$ cat src/rtl/ecc_pkg.sv
// rtl/ecc_pkg.sv - shared widths, source ids and scheduler state type for the ECC write path
package ecc_pkg;
    localparam int DATA_W = 8;
    localparam int PAR_W  = 5;
    localparam int CW_W   = DATA_W + PAR_W;

    localparam logic SRC_HOST = 1'b0;
    localparam logic SRC_SCRB = 1'b1;

    typedef enum logic [2:0] {
        ST_IDLE  = 3'd0,
        ST_SETUP = 3'd1,
        ST_PULSE = 3'd2,
        ST_RECOV = 3'd3,
        ST_DONE  = 3'd4
    } state_t;
endpackage

$ cat src/rtl/ecc_enc.sv
// rtl/ecc_enc.sv - combinational Hamming SECDED encoder, codeword {p[4:0], d[7:0]}
module ecc_enc
    import ecc_pkg::*;
(
    input  logic [DATA_W-1:0] data_i,
    output logic [CW_W-1:0]   cw_o
);
    logic [PAR_W-1:0] par;

    // p[3:0] are Hamming checks for positions 1,2,4,8; p[4] is overall parity of the whole word
    always_comb begin
        par    = '0;
        par[0] = data_i[0] ^ data_i[1] ^ data_i[3] ^ data_i[4] ^ data_i[6];
        par[1] = data_i[0] ^ data_i[2] ^ data_i[3] ^ data_i[5] ^ data_i[6];
        par[2] = data_i[1] ^ data_i[2] ^ data_i[3] ^ data_i[7];
        par[3] = data_i[4] ^ data_i[5] ^ data_i[6] ^ data_i[7];
        par[4] = (^data_i) ^ par[0] ^ par[1] ^ par[2] ^ par[3];
        cw_o   = {par, data_i};
    end
endmodule

$ cat src/rtl/rr_arb2.sv
// rtl/rr_arb2.sv - two-way round-robin arbiter, combinational grant, registered preference
module rr_arb2 (
    input  logic       clk_i,
    input  logic       rst_i,
    input  logic       en_i,
    input  logic [1:0] req_i,
    output logic [1:0] gnt_o
);
    logic ptr_q;
    logic ptr_d;

    // ptr_q high means requester 1 is preferred on a tie
    always_comb begin
        gnt_o = 2'b00;
        if (en_i) begin
            if (req_i == 2'b11) begin
                gnt_o = ptr_q ? 2'b10 : 2'b01;
            end else begin
                gnt_o = req_i;
            end
        end
        ptr_d = ptr_q;
        if (gnt_o[0]) begin
            ptr_d = 1'b1;
        end else if (gnt_o[1]) begin
            ptr_d = 1'b0;
        end
    end

    always_ff @(posedge clk_i) begin
        if (rst_i) begin
            ptr_q <= 1'b0;
        end else begin
            ptr_q <= ptr_d;
        end
    end
endmodule

$ cat src/rtl/ecc_wr_sched.sv
// rtl/ecc_wr_sched.sv - arbitrates host/scrub writes, encodes data and sequences MRAM write timing
module ecc_wr_sched
    import ecc_pkg::*;
#(
    parameter int AW        = 10,
    parameter int SETUP_CYC = 1,
    parameter int WR_CYC    = 4,
    parameter int REC_CYC   = 2
) (
    input  logic              clk_i,
    input  logic              rst_i,
    input  logic              host_req_i,
    input  logic [AW-1:0]     host_addr_i,
    input  logic [DATA_W-1:0] host_data_i,
    output logic              host_gnt_o,
    input  logic              scrb_req_i,
    input  logic [AW-1:0]     scrb_addr_i,
    input  logic [DATA_W-1:0] scrb_data_i,
    output logic              scrb_gnt_o,
    output logic              mram_cs_o,
    output logic              mram_we_o,
    output logic [AW-1:0]     mram_addr_o,
    output logic [CW_W-1:0]   mram_wdata_o,
    output logic              busy_o,
    output logic              done_o,
    output logic              done_src_o
);
    localparam int MAX_SW  = (SETUP_CYC > WR_CYC) ? SETUP_CYC : WR_CYC;
    localparam int MAX_CYC = (MAX_SW > REC_CYC) ? MAX_SW : REC_CYC;
    localparam int CNT_W   = $clog2(MAX_CYC + 1);

    if (WR_CYC < 1) begin : g_bad_wr_cyc
        $error("ecc_wr_sched: WR_CYC must be at least 1");
    end

    state_t            state_q, state_d;
    logic [CNT_W-1:0]  cnt_q, cnt_d;
    logic [AW-1:0]     addr_q, addr_d;
    logic [CW_W-1:0]   wdata_q, wdata_d;
    logic              src_q, src_d;
    logic              cs_q, cs_d, we_q, we_d;
    logic              busy_q, busy_d, done_q, done_d, dsrc_q, dsrc_d;
    logic [1:0]        gnt;
    logic [DATA_W-1:0] mux_data;
    logic [CW_W-1:0]   enc_cw;

    rr_arb2 u_arb (
        .clk_i (clk_i),
        .rst_i (rst_i),
        .en_i  (state_q == ST_IDLE),
        .req_i ({scrb_req_i, host_req_i}),
        .gnt_o (gnt)
    );

    assign mux_data = gnt[1] ? scrb_data_i : host_data_i;

    ecc_enc u_enc (
        .data_i (mux_data),
        .cw_o   (enc_cw)
    );

    // Each timed state reloads cnt with its length-1 on entry and exits when cnt reaches 0
    always_comb begin
        state_d = state_q;
        cnt_d   = cnt_q;
        addr_d  = addr_q;
        wdata_d = wdata_q;
        src_d   = src_q;
        case (state_q)
            ST_IDLE: begin
                if (|gnt) begin
                    addr_d  = gnt[1] ? scrb_addr_i : host_addr_i;
                    wdata_d = enc_cw;
                    src_d   = gnt[1] ? SRC_SCRB : SRC_HOST;
                    if (SETUP_CYC > 0) begin
                        state_d = ST_SETUP;
                        cnt_d   = CNT_W'(SETUP_CYC - 1);
                    end else begin
                        state_d = ST_PULSE;
                        cnt_d   = CNT_W'(WR_CYC - 1);
                    end
                end
            end
            ST_SETUP: begin
                if (cnt_q == '0) begin
                    state_d = ST_PULSE;
                    cnt_d   = CNT_W'(WR_CYC - 1);
                end else begin
                    cnt_d = cnt_q - 1'b1;
                end
            end
            ST_PULSE: begin
                if (cnt_q == '0) begin
                    if (REC_CYC > 0) begin
                        state_d = ST_RECOV;
                        cnt_d   = CNT_W'(REC_CYC - 1);
                    end else begin
                        state_d = ST_DONE;
                    end
                end else begin
                    cnt_d = cnt_q - 1'b1;
                end
            end
            ST_RECOV: begin
                if (cnt_q == '0) begin
                    state_d = ST_DONE;
                end else begin
                    cnt_d = cnt_q - 1'b1;
                end
            end
            ST_DONE:  state_d = ST_IDLE;
            default:  state_d = ST_IDLE;
        endcase

        cs_d   = (state_d == ST_SETUP) || (state_d == ST_PULSE);
        we_d   = (state_d == ST_PULSE);
        busy_d = (state_d != ST_IDLE);
        done_d = (state_d == ST_DONE);
        dsrc_d = (state_d == ST_DONE) ? src_d : 1'b0;
    end

    always_ff @(posedge clk_i) begin
        if (rst_i) begin
            state_q <= ST_IDLE;
            cnt_q   <= '0;
            addr_q  <= '0;
            wdata_q <= '0;
            src_q   <= SRC_HOST;
            cs_q    <= 1'b0;
            we_q    <= 1'b0;
            busy_q  <= 1'b0;
            done_q  <= 1'b0;
            dsrc_q  <= 1'b0;
        end else begin
            state_q <= state_d;
            cnt_q   <= cnt_d;
            addr_q  <= addr_d;
            wdata_q <= wdata_d;
            src_q   <= src_d;
            cs_q    <= cs_d;
            we_q    <= we_d;
            busy_q  <= busy_d;
            done_q  <= done_d;
            dsrc_q  <= dsrc_d;
        end
    end

    assign host_gnt_o   = gnt[0];
    assign scrb_gnt_o   = gnt[1];
    assign mram_cs_o    = cs_q;
    assign mram_we_o    = we_q;
    assign mram_addr_o  = addr_q;
    assign mram_wdata_o = wdata_q;
    assign busy_o       = busy_q;
    assign done_o       = done_q;
    assign done_src_o   = dsrc_q;
endmodule

$ cat config.mk
export PLATFORM = sky130hd
export DESIGN_NAME = ecc_wr_sched
export DESIGN_NICKNAME = d
export VERILOG_FILES = /design/src/rtl/ecc_pkg.sv /design/src/rtl/ecc_enc.sv /design/src/rtl/rr_arb2.sv /design/src/rtl/ecc_wr_sched.sv
export SDC_FILE = /design/constraint.sdc
export NUM_CORES = 1
export LEC_CHECK = 0
export CELL_PAD_IN_SITES_DETAIL_PLACEMENT = 1
export CELL_PAD_IN_SITES_GLOBAL_PLACEMENT = 1
export CORE_ASPECT_RATIO = 1.4
export CORE_UTILIZATION = 40
export DETAILED_ROUTE_END_ITERATION = 16
export DONT_BUFFER_PORTS = 1
export HOLD_SLACK_MARGIN = 0.06
export PLACE_DENSITY = 0.82
export SLEW_MARGIN = 0
export SYNTH_ARGS = -nofsm -noshare
export SYNTH_HDL_FRONTEND = slang
export SYNTH_HIERARCHICAL = 1
export SYNTH_SLANG_ARGS = --single-unit
$ cat constraint.sdc
create_clock -name clk_i -period 3.6 [get_ports clk_i]
set_input_delay 0.54 -clock clk_i [delete_from_list [all_inputs] [get_ports clk_i]]
set_output_delay 0.54 -clock clk_i [all_outputs]
set_load 0.005 [all_outputs]
# [Word-level counts from Yosys, hierarchy flattened]
# Index checks and enable logic that the tools add are counted.
[word_totals] inputBits=40 regBits=36
[classes] reduce_logical=11 bitwise_logic=19 eq_ne=9 n_mux=20 n_addsub=1
[ops] op="$mux 3" count=8
[ops] op="$pmux 3 s4" count=2
[ops] op="$xor 1x1->1" count=18
[ops] op="$mux 10" count=1
[ops] op="$eq 3x2->1 const B" count=3
[ops] op="$mux 8" count=1
[ops] op="$reduce_xor 8->1" count=1
[ops] op="$eq 3x1->1 const B" count=2
[ops] op="$logic_not 3->1" count=2
[ops] op="$mux 2" count=3
[ops] op="$mux 1" count=5
[ops] op="$ne 2x2->1 const B" count=2
[ops] op="$reduce_bool 4->1" count=1
[ops] op="$reduce_or 2->1" count=2
[ops] op="$eq 3x3->1 const B" count=1
[ops] op="$reduce_and 3->1" count=1
[ops] op="$reduce_bool 3->1" count=1
[ops] op="$sub 3x1->3 const B" count=1
[ops] op="$eq 2x2->1 const B" count=1
[ops] op="$reduce_and 2->1" count=1
[ops] op="$reduce_bool 2->1" count=1
[ops] op="$logic_or 1x1->1" count=1
[ops] op="$not 1->1" count=1

# [Depth between registers and ports, before layout]
[depth] word_depth=12 mapped_depth=11

# [Modules after synthesis]
# Netlist, hierarchy kept.
[modules_own_cells] mod="ecc_wr_sched" area_per_inst_um2=1597.8 n_inst=1 cells_per_inst=174
[modules_own_cells] mod="ecc_enc" area_per_inst_um2=188.9 n_inst=1 cells_per_inst=21
[modules_own_cells] mod="rr_arb2" area_per_inst_um2=62.6 n_inst=1 cells_per_inst=9

# [Worst setup path after synthesis]
# OpenSTA, ideal clock, no wires.
[synth_timing] kind="register to register" from="register state_q[0]" to="register wdata_q[12], in the netlist mram_wdata_o[12]" setup_slack_ns=0.847 setup_time_ns=0.132 required_ns=3.468 arrival_time_ns=2.621 period_less_slack_ns=2.753 stages_incl_launch_ff=12 cell_sequence="dfxtp_1 > buf_4 > nor3_4 > nand2_1 > a21oi_1 > buf_2 > mux2_2 > xor2_1 > xnor2_1 > xor3_1 > nand2_1 > a21oi_1"
[synth_rtl] element="start, declared" line_no="ecc_wr_sched.sv:36" source="state_t state_q, state_d;"
[synth_rtl] element="start signal, assigned" line_no="ecc_wr_sched.sv:135" source="state_q <= state_d;"
[synth_rtl] element="$logic_not 3->1" line_no="ecc_wr_sched.sv:50" source=".en_i (state_q == ST_IDLE),"
[synth_rtl] element="$mux 2" line_no="rr_arb2.sv:15" source="if (en_i) begin"
[synth_rtl] element="named net scrb_gnt_o" line_no="ecc_wr_sched.sv:19" source="output logic scrb_gnt_o,"
[synth_rtl] element="$mux 8" line_no="ecc_wr_sched.sv:55" source="assign mux_data = gnt[1] ? scrb_data_i : host_data_i;"
[synth_rtl] element="named net mux_data[7]" line_no="ecc_wr_sched.sv:44" source="logic [DATA_W-1:0] mux_data;"
[synth_rtl] element="$xor 1x1->1" line_no="ecc_enc.sv:15" source="par[2] = data_i[1] ^ data_i[2] ^ data_i[3] ^ data_i[7];"
[synth_rtl] element="named net enc_cw[10]" line_no="ecc_wr_sched.sv:45" source="logic [CW_W-1:0] enc_cw;"
[synth_rtl] element="$xor 1x1->1 (2 in a row)" line_no="ecc_enc.sv:17" source="par[4] = (^data_i) ^ par[0] ^ par[1] ^ par[2] ^ par[3];"
[synth_rtl] element="named net enc_cw[12]" line_no="ecc_wr_sched.sv:45"
[synth_rtl] element="end signal, assigned" line_no="ecc_wr_sched.sv:138" source="wdata_q <= wdata_d;"
[synth_rtl] element="end, declared" line_no="ecc_wr_sched.sv:39" source="logic [CW_W-1:0] wdata_q, wdata_d;"
# The timed path passes the listed nets, and every way through them passes these cells.
# A chain may end at the register's enable or synchronous reset.

# [Final worst setup path]
[layout_timing] from="register state_q[1]" to="register wdata_q[12], in the netlist mram_wdata_o[12]"
[layout_rtl] element="$logic_not 3->1" line_no="ecc_wr_sched.sv:50"
[layout_rtl] element="$mux 2" line_no="rr_arb2.sv:15"
[layout_rtl] element="$mux 8" line_no="ecc_wr_sched.sv:55"
[layout_rtl] element="named net mux_data[7]" line_no="ecc_wr_sched.sv:44"
[layout_rtl] element="$xor 1x1->1" line_no="ecc_enc.sv:15"
[layout_rtl] element="named net enc_cw[10]" line_no="ecc_wr_sched.sv:45"
[layout_rtl] element="$xor 1x1->1 (2 in a row)" line_no="ecc_enc.sv:17"
[layout_rtl] element="named net enc_cw[12]" line_no="ecc_wr_sched.sv:45"
# The timed path passes the listed nets, and every way through them passes these cells.

==> out/results.txt <==
register area = 721 um2
GP Congestion = 0.798
clock transition at the registers of the reported paths = 0.08 ns
final hold vios = 0
largest net degree at the start of global routing = 36
YS warnings = 6
Worst path max stage delay = 0.46 ns
ys flop type = dfxtp_1
Tmin final = 2.87 ns
site row count = 28
Fillers = 521
#FFs+latches synth = 36
Post-synth EDFFs = 0
CP arrival = 3.06 ns
Final #Nets = 232
Max Cap Violations = 0
CTS Buf Count = 5
status = finished, final reports clean
Post-route DRC = 0
max frequency = 349 MHz
Total GRT Usage = 16.9%
clk sinks = 36
core footprint = 0.00434 mm2
Post-synth ARST share = 0%
Synth Cell Area = 0.00185 mm2
Setup Fix Bufs, Post-CTS = 0
Final Cycle Share = 79.7%
Final Power = 1.86 mW
Post-DRT Antenna Nets = 0
I/O pin total = 70
# H-tree levels = 2
Max transition margin = 35.8%
layout cell share with drive strength beyond 1 = 16.2%
die area = 0.00490 mm2
max-slew violations = 0
Worst Setup SP = state_q[1]
total gr overflow = 0
Startpoint Class = register
Synth cell types = 36
CTS max path bufs = 2
initial antenna violation count = 0
CTS Root Cell = clkbuf_8
CP Capture Type = register
Worst-Margin Slew = 0.957 ns
setup ws final = 0.732 ns
1st-pass router iterations = 4
Mapped Nets = 246
Worst path most repeated cell = nand2_1
Max IR drop VDD = 0.392 mV
Synth area leaders = dfxtp_1, nand2_1, mux2i_1
Vias = 1,344
FF-to-FF Start = state_q[1]
area occupied by multi-input gates = 970 um2
Detailed Route WL = 3990 um
register area share after synthesis = 39.0%
vias per inst = 5.35
worst endpoint required time = 3.79 ns
Final Setup Violations = 0
most common cell after layout, fill and taps aside = nand2_1
worst-path cell chain = nor3_4 > nand2_1 > a21oi_2 > mux2_2 > xor2_1 > xnor2_1 > xor3_1 > nand2_1 > a21oi_1
commonest cells after routing, fill and taps aside = nand2_1, dfxtp_1, a21oi_1
Hold Crit Class = in2reg
initial cell density of the core = 42.6%
pre-CTS WS = 0.731 ns
Yosys top cell by area = dfxtp_1
setup_tns = 0 ns
Port Buf Inserts = 0
Clk Latency, worst-skew pair = 0.29 ns
CTS tree = yes
post_cts resized = 0
worst clock skew = 0.0105 ns
routed len/inst = 15.9 um
Worst Path Class, Setup = reg2reg
Area Growth Syn to Fin = 2.71%
chip width = 59.5 um
hpwl dp = 2870 um
worst hold start = rst_i
slowest cell on the critical path = a21oi_2
Avg Cell Area, Syn = 9.07 um2
Power Dens Cells = 980 mW/mm2
CP max FO = 10
n_diodes = 0
cts hold-fix bufs = 0
Syn Inst Count = 204
first-pass GRT wire length = 6070 um
DR iter-0 viols = 21
die height = 82.5 um
P_leak = 0.673 nW
RSZ-0062 raised after global routing = false
Synth top area share = 39.0%
vias in the first global route = 1,267
critical path, delay by kind of cell, from the launching register on:
| kind | cells | cell delay, ns |
|---|---|---|
| XOR/XNOR | 3 | 0.83 |
| AND/OR/NAND/NOR | 3 | 0.56 |
| AO/OA/AOI/OAI | 2 | 0.52 |
| multiplexers | 1 | 0.44 |
| flip-flops | 1 | 0.41 |
registers in the layout (all words and copies together), names as in the netlist:
name	count
cnt_q	3
src_q	1
done_src_o	1
state_q	3
mram_wdata_o	13
done_o	1
u_arb/ptr_q	1
mram_addr_o	10
mram_we_o	1
busy_o	1
mram_cs_o	1
layer usage:
metal  track usage, %  up-vias  routed length, um  part of all wire (%)
li1                 -      656                  -                     -
met1             19.1      624               1640                    41
met2             28.1       54               1970                    49
met3             5.14       10                273                   6.8
met4             8.81        0                104                   2.6
met5                0        -                  0                     0
kinds of logic (layout without fill, tap and decap cells):
logic type	count (synthesis)	in the layout	synth area share, %
compound gates	39	39	15.6
xor+xnor	13	13	6.97
fa+ha+maj	2	2	1.35
buf+inv	26	13	8.80
flops	36	36	39.0
mux	19	19	10.8
simple gates	69	69	17.5
report_power, final:
group | switching [mW] | leakage [nW] | internal [mW] | total, mW
registers | 0.134 | 0.296 | 0.562 | 0.696
logic | 0.460 | 0.323 | 0.351 | 0.811
clock network | 0.150 | 0.0541 | 0.205 | 0.355
area by class of cell:
type / instances / area share [%]
Timing Repair Buffer: 1 / 0.395
Clock buffer: 5 / 3.62
Inverter: 4 / 0.791
Tap cell: 60 / 3.95
Multi-Input combinational cell: 142 / 51.1
Sequential cell: 36 / 37.9
Clock inverter: 3 / 2.24
cells in the mapped netlist, types with 2 or more instances:
master / count
nand2_1: 39
nor2b_1: 3
xnor2_1: 9
nor3_1: 3
ha_1: 2
o21ai_0: 3
xor2_1: 3
mux2i_1: 11
dfxtp_1: 36
nor3b_1: 2
clkbuf_1: 4
buf_2: 4
inv_1: 4
mux2_2: 8
buf_6: 2
buf_4: 12
a211oi_2: 7
a211oi_1: 5
a21oi_1: 17
nor2_1: 14
path summary, 6_finish.rpt:
kind | endpoint | slack, ns | depth (start not counted)
max reg2reg | mram_wdata_o[12] | 0.73 | 9
min | mram_addr_o[6] | 0.32 | 1
min reg2reg | mram_wdata_o[6] | 0.47 | 2
max | mram_wdata_o[12] | 0.73 | 9
through the flow:
step	cell area [um2]	cells	hold WS, ns	util, %
finish	1900	251	0.317	43.7
global route	1900	251	0.298	43.7
CTS	1900	251	0.302	43.7
detailed placement	1790	243	0.466	41.2
global placement	1790	243	0.460	41.2
floorplan	1850	204	0.453	-
(Power assumes the default switching activity.)
